$ cat src/rtl/mfp_adc_max10_responder_pkg.sv
// rtl/mfp_adc_max10_responder_pkg.sv - ADC constants shared by the MAX10 ADC responder
//
// Purpose: channel/data widths, channel codes, default channel mask,
//          command record and framing-state type.
// Ports:   none (package).
package mfp_adc_max10_responder_pkg;

  localparam int CH_W   = 5;
  localparam int DATA_W = 12;

  localparam logic [CH_W-1:0] CH_T    = 5'd31;  // temperature sensor
  localparam logic [CH_W-1:0] CH_NONE = 5'd0;   // shown on sample_channel when idle

  // Channels 0..16 plus the temperature sensor.
  localparam logic [31:0] DEF_CH_MASK = 32'h8001_FFFF;

  typedef struct packed {
    logic [CH_W-1:0] ch;
    logic            sop;
    logic            eop;
  } adc_cmd_t;

  typedef enum logic {
    S_OUT = 1'b0,
    S_IN  = 1'b1
  } frame_state_t;

  function automatic logic ch_implemented(input logic [31:0] mask, input logic [CH_W-1:0] ch);
    return mask[ch];
  endfunction

endpackage

$ cat src/rtl/mfp_adc_max10_responder_adc_cmd_framer.sv
// rtl/mfp_adc_max10_responder_adc_cmd_framer.sv - SOP/EOP framing checker for accepted commands
//
// Purpose: tracks whether the command stream is inside a packet and pulses
//          err for a missing SOP outside a packet or a SOP inside one.
// Ports:   CLK, RESETn (sync, active-low)
//          accept  - a command is handshaken this cycle
//          sop/eop - framing bits of that command
//          err     - combinational one-cycle error pulse
module mfp_adc_max10_responder_adc_cmd_framer
  import mfp_adc_max10_responder_pkg::*;
(
  input  logic CLK,
  input  logic RESETn,
  input  logic accept,
  input  logic sop,
  input  logic eop,
  output logic err
);

  frame_state_t state, state_next;

  always_ff @(posedge CLK) begin
    if (!RESETn) state <= S_OUT;
    else         state <= state_next;
  end

  // In both error cases the offending command opens a new packet, so the
  // next state depends only on EOP once a command is accepted.
  always_comb begin
    state_next = state;
    err        = 1'b0;
    if (accept) begin
      case (state)
        S_OUT: begin
          err        = ~sop;
          state_next = eop ? S_OUT : S_IN;
        end
        S_IN: begin
          err        = sop;
          state_next = eop ? S_OUT : S_IN;
        end
        default: state_next = S_OUT;
      endcase
    end
  end

endmodule

$ cat src/rtl/mfp_adc_max10_responder.sv
// rtl/mfp_adc_max10_responder.sv - behavioural stand-in for the MAX10 modular ADC hard block
//
// Purpose: accepts commands, converts each for CONV_CYCLES cycles using an
//          externally supplied sample, and returns one response beat each.
// Ports:   CLK, RESETn (sync, active-low)
//          ADC_C_*        - command stream in (Valid/Ready, Channel, SOP, EOP)
//          ADC_R_*        - response stream out (one-cycle Valid, no backpressure)
//          sample_channel - channel being converted (0 when idle)
//          sample_data    - sample for sample_channel, from outside
//          proto_err      - sticky framing / unimplemented-channel error
//          err_clr        - clears proto_err
module mfp_adc_max10_responder
  import mfp_adc_max10_responder_pkg::*;
#(
  parameter int          CONV_CYCLES    = 4,
  parameter int          STARTUP_CYCLES = 16,
  parameter logic [31:0] CH_MASK        = DEF_CH_MASK
) (
  input  logic              CLK,
  input  logic              RESETn,
  input  logic              ADC_C_Valid,
  input  logic [CH_W-1:0]   ADC_C_Channel,
  input  logic              ADC_C_SOP,
  input  logic              ADC_C_EOP,
  output logic              ADC_C_Ready,
  output logic              ADC_R_Valid,
  output logic [CH_W-1:0]   ADC_R_Channel,
  output logic [DATA_W-1:0] ADC_R_Data,
  output logic              ADC_R_SOP,
  output logic              ADC_R_EOP,
  output logic [CH_W-1:0]   sample_channel,
  input  logic [DATA_W-1:0] sample_data,
  output logic              proto_err,
  input  logic              err_clr
);

  // A command taken into an idle converter counts its accept cycle as the
  // first conversion cycle; a command entering behind another one gets a
  // full CONV_CYCLES window so responses stay CONV_CYCLES apart.
  localparam logic [7:0] CNT_FIRST = 8'(CONV_CYCLES - 2);
  localparam logic [7:0] CNT_FULL  = 8'(CONV_CYCLES - 1);
  localparam logic [7:0] CNT_START = 8'(STARTUP_CYCLES);

  logic [7:0] startup_cnt;
  adc_cmd_t   conv_cmd;
  logic       conv_valid;
  logic [7:0] conv_cnt;
  adc_cmd_t   pend_cmd;
  logic       pend_valid;

  adc_cmd_t   c_cmd;
  logic       accept;
  logic       conv_last;
  logic       load_direct;
  logic       frame_err;
  logic       ch_ok;

  assign c_cmd       = '{ch: ADC_C_Channel, sop: ADC_C_SOP, eop: ADC_C_EOP};
  assign ADC_C_Ready = (startup_cnt == 8'd0) && !pend_valid;
  assign accept      = ADC_C_Valid && ADC_C_Ready;
  assign conv_last   = conv_valid && (conv_cnt == 8'd0);
  assign load_direct = accept && (!conv_valid || (conv_last && !pend_valid));
  assign ch_ok       = ch_implemented(CH_MASK, conv_cmd.ch);

  assign sample_channel = conv_valid ? conv_cmd.ch : CH_NONE;

  mfp_adc_max10_responder_adc_cmd_framer u_framer (
    .CLK    (CLK),
    .RESETn (RESETn),
    .accept (accept),
    .sop    (ADC_C_SOP),
    .eop    (ADC_C_EOP),
    .err    (frame_err)
  );

  always_ff @(posedge CLK) begin
    if (!RESETn) begin
      startup_cnt   <= CNT_START;
      conv_cmd      <= '0;
      conv_valid    <= 1'b0;
      conv_cnt      <= 8'd0;
      pend_cmd      <= '0;
      pend_valid    <= 1'b0;
      ADC_R_Valid   <= 1'b0;
      ADC_R_Channel <= '0;
      ADC_R_Data    <= '0;
      ADC_R_SOP     <= 1'b0;
      ADC_R_EOP     <= 1'b0;
      proto_err     <= 1'b0;
    end else begin
      if (startup_cnt != 8'd0) startup_cnt <= startup_cnt - 8'd1;

      // Response beat is launched from the converter's last cycle.
      if (conv_last) begin
        ADC_R_Valid   <= 1'b1;
        ADC_R_Channel <= conv_cmd.ch;
        ADC_R_Data    <= ch_ok ? sample_data : '0;
        ADC_R_SOP     <= conv_cmd.sop;
        ADC_R_EOP     <= conv_cmd.eop;
      end else begin
        ADC_R_Valid   <= 1'b0;
        ADC_R_Channel <= '0;
        ADC_R_Data    <= '0;
        ADC_R_SOP     <= 1'b0;
        ADC_R_EOP     <= 1'b0;
      end

      // Converter stage. Ready is low whenever pending is full, so a new
      // accept never coincides with the pending-to-converter transfer.
      if (load_direct) begin
        conv_cmd   <= c_cmd;
        conv_valid <= 1'b1;
        conv_cnt   <= conv_valid ? CNT_FULL : CNT_FIRST;
      end else if (conv_last && pend_valid) begin
        conv_cmd   <= pend_cmd;
        conv_cnt   <= CNT_FULL;
        pend_valid <= 1'b0;
      end else if (conv_last) begin
        conv_valid <= 1'b0;
        conv_cmd   <= '0;
      end else if (conv_valid) begin
        conv_cnt   <= conv_cnt - 8'd1;
      end

      if (accept && !load_direct) begin
        pend_cmd   <= c_cmd;
        pend_valid <= 1'b1;
      end

      // Set has priority over clear.
      if (frame_err || (conv_last && !ch_ok)) proto_err <= 1'b1;
      else if (err_clr)                       proto_err <= 1'b0;
    end
  end

endmodule
$ cat config.mk
export PLATFORM = sky130hd
export DESIGN_NAME = mfp_adc_max10_responder
export DESIGN_NICKNAME = d
export VERILOG_FILES = /design/src/rtl/mfp_adc_max10_responder_pkg.sv /design/src/rtl/mfp_adc_max10_responder_adc_cmd_framer.sv /design/src/rtl/mfp_adc_max10_responder.sv
export SDC_FILE = /design/constraint.sdc
export NUM_CORES = 1
export LEC_CHECK = 0
export CAP_MARGIN = 20
export CORE_UTILIZATION = 35
export CTS_BUF_LIST = sky130_fd_sc_hd__clkbuf_8
export DETAILED_ROUTE_END_ITERATION = 8
export PLACE_DENSITY_LB_ADDON = 0.08
export SETUP_SLACK_MARGIN = 0.2
export SLEW_MARGIN = 20
export SYNTH_ARGS = -nofsm -noshare
export SYNTH_HDL_FRONTEND = slang
export SYNTH_SLANG_ARGS = --single-unit
$ cat constraint.sdc
create_clock -name CLK -period 2.25 [get_ports CLK]
set_clock_uncertainty 0.1 [all_clocks]
set_input_delay 0.45 -clock CLK [delete_from_list [all_inputs] [get_ports CLK]]
set_output_delay 0.45 -clock CLK [all_outputs]
set_load 0.02 [all_outputs]
# Word-level counts from Yosys, hierarchy flattened
# Memories as Yosys holds them, arrays and structs flattened. A register that Yosys moved wholly into a read port is not among the register bits.
# Cells that the tools add are included.
[totals] regBits=54 inputBits=23 elab_cells=77 output_inout_bits=27 ram_bits=0 rom_bits=32 latch_bits=0 memories=1
[mem_list] memory="(no name shown)" depth=32 word_bits=1 read_ports=1 rd_ports_with_merged_regs=1 wr=0 line_no="mfp_adc_max10_responder_pkg.sv:29" text="return mask[ch];"
[classes] reduce_logical=27 bitwise_logic=2 n_mux=24 order_cmp=1 n_eq_ne=3 n_mul=0 shifts=0 add_sub_neg=2 div=0
[op_table] op="$mux W8" n=4
[op_table] op="$mux W7" n=3
[op_table] op="$logic_not A8 Y1" n=2
[op_table] op="$sub A8 B1 Y8 const B" n=2
[op_table] op="$mux W5" n=3
[op_table] op="$mux W1" n=13
[op_table] op="$logic_and A1 B1 Y1" n=8
[op_table] op="$reduce_and A2 Y1" n=4
[op_table] op="$reduce_bool A8 Y1" n=1
[op_table] op="$lt A5 B6 Y1 const B" n=1
[op_table] op="$reduce_bool A2 Y1" n=3
[op_table] op="$reduce_bool A3 Y1" n=2
[op_table] op="$logic_not A1 Y1" n=4
[op_table] op="$ne A3 B1 Y1 const B" n=1
[op_table] op="$reduce_and A3 Y1" n=1
[op_table] op="$logic_or A1 B1 Y1" n=2
[op_table] op="$ne A2 B1 Y1 const B" n=1
[op_table] op="$ne A2 B2 Y1 const B" n=1
[op_table] op="$not A1 Y1" n=2
[op_table] op="$pmux W1 S2" n=1

# Logic depth before layout (Yosys ltp)
# Gate-level depths: netlist of the first run.
[depth] depth_word=9 ltp_mapped=10 mapped_depth_nobuf=8

# Cells and area by module
# Synthesis of the first run repeated with hierarchy kept, for this count alone.
[hier_totals] cells_unflattened=236 hier_area_um2=2202.1
[modules_own_cells] mod="mfp_adc_max10_responder" n_inst=1 area_each_um2=2153.3 cells_per_inst=231
[modules_own_cells] mod="mfp_adc_max10_responder_adc_cmd_framer" n_inst=1 area_each_um2=48.8 cells_per_inst=5

# Least setup slack after synthesis of the first run
# No wires, ideal clock.
[synth_timing] path_kind="register to register" start="reg conv_cnt[2]" end="reg, netlist name ch_ok" stages_incl_launch_ff=8 t_required_ns=2.088 period_less_slack_ns=2.139 slack_ns=0.111 arrival_time_ns=1.977 path_buffers=1 path_cell_list="dfxtp_1 -> nor4_2 -> and4_4 -> buf_2 -> mux2i_1 -> mux2i_1 -> or4_1 -> nand3_1"
[synth_lines] element="start, declared" line_no="mfp_adc_max10_responder.sv:47" text="logic [7:0] conv_cnt;"
[synth_lines] element="start signal, assigned" line_no="mfp_adc_max10_responder.sv:113" text="conv_cnt <= conv_valid ? CNT_FULL : CNT_FIRST;"
[synth_lines] element="start signal, assigned" line_no="mfp_adc_max10_responder.sv:122" text="conv_cnt <= conv_cnt - 8'd1;"

==> flow_metrics.env, run 1 <==
export IMPL_dieWidth_um=81.3
export IMPL_yosysWarningCount=0
export IMPL_firstDrtPassIters=4
export IMPL_vias=1769
export IMPL_whs_path_depth=2
export IMPL_synthCells=238
export IMPL_start_kind="flop"
export IMPL_cts_root_buf="clkbuf_8"
export IMPL_htree_levels=2
export IMPL_dp_hpwl_um=3460
export IMPL_clkSinkCount=55
export IMPL_drc=0
export IMPL_area_growth_pct=38.5
export IMPL_via_per_inst=4.67
export IMPL_grt_pass1_wl_um=8000
export IMPL_layout_commonest_cell="clkdlybuf4s50_1"
export IMPL_fin_area_um2=3050
export IMPL_r2r_end="ch_ok"
export IMPL_cpMostUsedCell="mux2i_2"
export IMPL_critPathArrivalTime_ns=2.23
export IMPL_gp_congestion=0.820
export IMPL_rsz0062_at_grt="yes"
export IMPL_yosys_area_top_type_share_pct=50.0
export IMPL_status="finished, final reports clean"
export IMPL_layout_nets=330
export IMPL_cts_tree="built"
export IMPL_drt_iter0_drc=80
export IMPL_powerDensity_nw_per_um2=757
export IMPL_numCtsBuffers=5
export IMPL_slew_violations=0
export IMPL_setup_viol=0
export IMPL_tightest_slew_ns=0.310
export IMPL_finalCriticalPeriod_ns=2.08
export IMPL_ys_seq_elements=55
export IMPL_gr_usage_all_layers_pct=15.9
export IMPL_tns_ns=0
export IMPL_routed_wl_um=4840
export IMPL_die_h_um=81.3
export IMPL_r2r_start="conv_cnt[3]"
export IMPL_ir_drop_v=0.000366
export IMPL_worst_setup_path_type="reg -> reg"
export IMPL_ys_seq_area_share_pct=50.0
export IMPL_p_total_w=0.00231
export IMPL_synth_avg_cell_area_um2=9.25
export IMPL_slowest_delay_ns=0.53
export IMPL_post_synth_top_area_cell="dfxtp_1"
export IMPL_netlist_area_um2=2200
export IMPL_cap_violations=0
export IMPL_port_buffers=49
export IMPL_fin_crit_sh_pct=92.4
export IMPL_ios=50
export IMPL_p_leak_nw=1.22
export IMPL_grt_overflow=0
export IMPL_crit_path_end_kind="flop"
export IMPL_r2r_setup_slack_ns=0.17
export IMPL_grt_pass1_vias=1700
export IMPL_fp_coreArea_um2=5990
export IMPL_clock_latency_ns=0.30
export IMPL_drive_gt1_share_pct=17.8
export IMPL_crit_required_ns=2.40
export IMPL_post_synth_num_cell_types=36
export IMPL_grt_max_degree=16
export IMPL_start_util_pct=36.8
export IMPL_dpl_cell_area_um2=2900
export IMPL_cts_buffer_depth=2
export IMPL_antenna_found_initial=0
export IMPL_final_cell_mix="47 x clkdlybuf4s50_1, 45 x dfxtp_1, 33 x nor2_1"
export IMPL_min_from="conv_cmd[5]"
export IMPL_max_slew_margin_pct=79.3
export IMPL_clk_pin_slew_worst_paths_ns=0.09
export IMPL_avgRoutedWirePerCell_um=12.8
export IMPL_final_antenna_net_count=0
export IMPL_die_area_um2=6610
export IMPL_fmax_ghz=0.481
export IMPL_core_rowCount=28
export IMPL_hp_class="reg -> reg"
export IMPL_diodes=0
export IMPL_cp_max_fo=6
export IMPL_holdPathEnd="ADC_R_Channel[3]"
export IMPL_final_hold_violation_count=0
export IMPL_synthesis_nets=265
export IMPL_path_cells="nor4_4 -> and4_4 -> mux2i_2 -> mux2i_2 -> or4_1 -> nand3_1"
export IMPL_r2r_cells=6
export IMPL_synth_area_top_cells="dfxtp_1 50%, mux2i_1 5.9%, nor2_1 5.6%"
export IMPL_cp_slowest_cell="or4_1"
==> worst max-delay path by stage <==
stage / start / end / slack [ns] / cells past startpoint
final: conv_cnt[3] / ch_ok / 0.17 / 6
after global routing: startup_cnt[5] / ch_ok / 0.09 / 6
after CTS: conv_cnt[3] / ch_ok / 0.21 / 6
after detailed placement: ADC_C_Valid / ch_ok / 0.08 / 6
after global placement: ADC_C_Valid / ch_ok / 0.08 / 6
after floorplan: conv_cnt[6] / ch_ok / 0.19 / 7
==> worst max-delay path: cells and delay by family (launching register included) <==
| kind | cells | cell delay, ns |
|---|---|---|
| mux | 2 | 0.32 |
| flops | 1 | 0.36 |
| simple gates | 4 | 1.24 |
==> timing repair <==
item	in CTS	in global routing
hold buffers	0	0
setup endpoints to repair	6	7
pin swaps	4	6
gates resized for setup	9	13
setup buffers	2	2
==> cells by family after synthesis <==
group / Yosys count / share of synthesized area (%)
simple gates: 107 / 25.6
flops: 55 / 50.0
compound gates: 26 / 7.05
buf+inv: 21 / 4.37
mux: 13 / 5.91
xor+xnor: 12 / 4.77
fa+ha+maj: 4 / 2.27
==> power breakdown <==
part           total [W]  leakage [nW]  internal (W)  switching (W)
registers        0.00116         0.449       0.00107      0.0000976
logic           0.000626         0.720      0.000334       0.000292
clock network   0.000519        0.0505      0.000211       0.000308
total            0.00231          1.22       0.00161       0.000698
==> Yosys cell counts, drive strengths merged <==
library cell and count:
a211oi 2, a21bo 1, a21boi 1, a21o 1
a21oi 10, a221oi 1, a31oi 2, and2 19
and3 7, and4 1, buf 4, clkbuf 6
clkinv 1, dfxtp 55, ha 4, inv 10
mux2i 13, nand2 19, nand2b 1, nand3 7
nand3b 3, nand4 2, nand4b 3, nor2 34
nor3 6, nor3b 1, nor4 2, nor4b 1
o21ai 6, o22ai 1, o31ai 1, or4 1
xnor2 4, xor2 8
==> state kept, by name (all words and copies together), names as in the netlist, 5 cells and up <==
register	cells
ADC_R_Data	12
conv_cnt	8
startup_cnt	8
conv_cmd	7
pend_cmd	7
ADC_R_Channel	5
==> area by class of cell <==
type | count | area [um^2]
clock inverters | 3 | 12.5
well taps | 75 | 93.8
flip-flops and latches | 55 | 1120
repair buffers | 68 | 629
fillers | 579 | 2940
clock buffers | 5 | 68.8
multi-input cells | 162 | 1090
inverters | 11 | 41.3
==> routing by layer <==
metal,track usage (%),part of all wire (%),vias to the layer above
li1,-,-,920
met1,21.1,50,804
met2,25.5,45,43
met3,3.82,4.4,2
met4,4.29,0.52,0
met5,0,0,-
==> stage by stage <==
step / hold WS (ns) / utilization (%) / std cells / setup slack (ns)
floorplan: 0.333 / - / 238 / 0.192
global placement: 0.362 / 48.4 / 367 / 0.0768
detailed placement: 0.356 / 48.4 / 367 / 0.0771
CTS: 0.374 / 50.0 / 377 / 0.208
global route: 0.386 / 50.9 / 379 / 0.0898
finish: 0.372 / 50.9 / 379 / 0.171
Note: power is estimated with default switching activity, not from simulation.
==> run 2: changes to the inputs <==
--- a/config.mk
+++ b/config.mk
@@ -6,9 +6,10 @@
 export NUM_CORES = 1
 export LEC_CHECK = 0
 export CAP_MARGIN = 20
-export CORE_UTILIZATION = 35
+export CORE_UTILIZATION = 46
 export CTS_BUF_LIST = sky130_fd_sc_hd__clkbuf_8
 export DETAILED_ROUTE_END_ITERATION = 8
+export HOLD_SLACK_MARGIN = 0.15
 export PLACE_DENSITY_LB_ADDON = 0.08
 export SETUP_SLACK_MARGIN = 0.2
 export SLEW_MARGIN = 20
==> flow_metrics.env, run 2 (same netlist as run 1, synthesis figures left out) <==
export IMPL_p_sw_w=0.000705
export IMPL_firstDrtPassIters=7
export IMPL_min_from="conv_cmd[4]"
export IMPL_clkSinkCount=55
export IMPL_status="finished, violations left"
export IMPL_finalCriticalPeriod_ns=2.14
export IMPL_clock_latency_ns=0.31
export IMPL_largest_register_ffs=12
export IMPL_grt_max_degree=16
export IMPL_dieWidth_um=71.2
export IMPL_drt_iter0_drc=60
export IMPL_max_slew_margin_pct=71.0
export IMPL_r2r_start="conv_cnt[3]"
export IMPL_final_hold_violation_count=0
export IMPL_drive_gt1_share_pct=20.2
export IMPL_tns_ns=0
export IMPL_die_area_um2=5070
export IMPL_drc=6
export IMPL_final_antenna_net_count=0
export IMPL_ir_drop_v=0.000496
export IMPL_holdPathEnd="ADC_R_Channel[2]"
export IMPL_grt_use_met1_pct=25.7
export IMPL_swShare_pct=29.6
export IMPL_crit_required_ns=2.40
export IMPL_r2r_cells=6
export IMPL_die_h_um=71.2
export IMPL_seqPwrFrac_pct=48.9
export IMPL_ios=50
export IMPL_htree_levels=2
export IMPL_use_met2_pct=32.3
export IMPL_dp_hpwl_um=3320
export IMPL_gp_congestion=0.872
export IMPL_critPathArrivalTime_ns=2.29
export IMPL_routed_wl_um=4900
export IMPL_regMostFlops="ADC_R_Data"
export IMPL_r2r_end="ch_ok"
export IMPL_cp_max_fo=5
export IMPL_hp_class="reg -> reg"
export IMPL_fp_coreArea_um2=4470
export IMPL_clk_pin_slew_worst_paths_ns=0.09
export IMPL_layout_nets=339
export IMPL_start_kind="flop"
export IMPL_whs_path_depth=2
export IMPL_slew_violations=0
export IMPL_grt_busiest_layer="met2"
export IMPL_antenna_found_initial=0
export IMPL_worst_hold_slack_ns=0.365
export IMPL_p_leak_nw=1.30
export IMPL_cap_violations=0
export IMPL_port_buffers=49
export IMPL_powerDensity_nw_per_um2=765
export IMPL_r2r_setup_slack_ns=0.11
export IMPL_cts_tree="built"
export IMPL_fin_crit_sh_pct=95.2
export IMPL_p_int_w=0.00168
export IMPL_violations="DRC"
export IMPL_gr_usage_all_layers_pct=20.4
export IMPL_cts_buffer_depth=2
export IMPL_use_met3_pct=5.70
export IMPL_core_rowCount=24
export IMPL_p_total_w=0.00238
export IMPL_comb_power_share_pct=28.3
export IMPL_largest_registers="ADC_R_Data (12), conv_cnt (8), startup_cnt (8)"
export IMPL_grt_pass1_wl_um=7920
export IMPL_grt_pass1_vias=1708
export IMPL_start_util_pct=49.2
export IMPL_fmax_ghz=0.467
export IMPL_numCtsBuffers=5
export IMPL_worst_setup_path_type="reg -> reg"
export IMPL_cts_root_buf="clkbuf_8"
export IMPL_diodes=0
export IMPL_tightest_slew_ns=0.432
export IMPL_rsz0062_at_grt="yes"
export IMPL_fillCellCount=374
export IMPL_layout_commonest_cell="dfxtp_1"
export IMPL_avgRoutedWirePerCell_um=13.5
export IMPL_setup_viol=0
export IMPL_grt_overflow=0
export IMPL_clkPwrFrac_pct=22.8
export IMPL_via_per_inst=5.03
export IMPL_vias=1830
export IMPL_area_growth_pct=41.4
export IMPL_final_cell_mix="45 x dfxtp_1, 43 x clkdlybuf4s50_1, 33 x nor2_1"
export IMPL_crit_path_end_kind="flop"
-- run 2: worst max path at each step --
stage                  endpoint  slack, ns            from  depth (start not counted)
floorplan                 ch_ok       0.19     conv_cnt[6]                          7
global placement          ch_ok       0.04     ADC_C_Valid                          6
detailed placement        ch_ok       0.02     ADC_C_Valid                          6
CTS                 ADC_C_Ready       0.12  startup_cnt[0]                          6
global route              ch_ok       0.01     conv_cnt[3]                          6
finish                    ch_ok       0.11     conv_cnt[3]                          6
-- run 2: metrics by stage --
step	worst slack [ns]	std cells	util, %	cell area, um^2
after detailed placement	0.0238	345	64.4	2880
after CTS	0.124	356	67.1	3000
after global placement	0.0444	345	64.4	2880
after global routing	0.00988	364	69.6	3110
final	0.109	364	69.6	3110
after floorplan	0.192	238	-	2270
-- run 2: timing repair --
action | CTS | global route
hold buffers | 0 | 0
pin swaps | 4 | 9
buffers inserted | 4 | 8
gates resized for setup | 11 | 22
endpoints found under the setup margin | 6 | 14
endpoints found under the hold margin | 0 | 0
-- run 2: metal layers --
layer	wire, um	vias up	share of wire, %
li1	-	943	-
met1	2300	838	47
met5	0	-	0
met4	95	0	1.9
met2	2270	42	46
met3	232	7	4.7
-- run 2: worst max-delay path: stages, from the launching register on --
cell and delay (ns):
dfxtp_4 0.36, nor4_4 0.33, and4_4 0.34, mux2i_2 0.24, mux2i_2 0.11, or4_1 0.51, nand3_1 0.09
-- run 2: power groups by stage --
stage                     logic, W  clock network [W]  registers (W)
after global placement    0.000565                  0        0.00117
after global routing      0.000756           0.000594        0.00118
after floorplan           0.000406                  0        0.00116
after detailed placement  0.000569                  0        0.00117
after CTS                 0.000594           0.000561        0.00116
final                     0.000675           0.000542        0.00117
-- run 2: area by class of cell --
type / count / area (um^2) / area share (%)
Multi-Input combinational cell: 162 / 1090 / 34.9
Tap cell: 52 / 65.1 / 2.09
Clock inverter: 1 / 5.00 / 0.161
Clock buffer: 6 / 82.6 / 2.65
Inverter: 11 / 41.3 / 1.33
Timing Repair Buffer: 77 / 708 / 22.7
Sequential cell: 55 / 1120 / 36.1
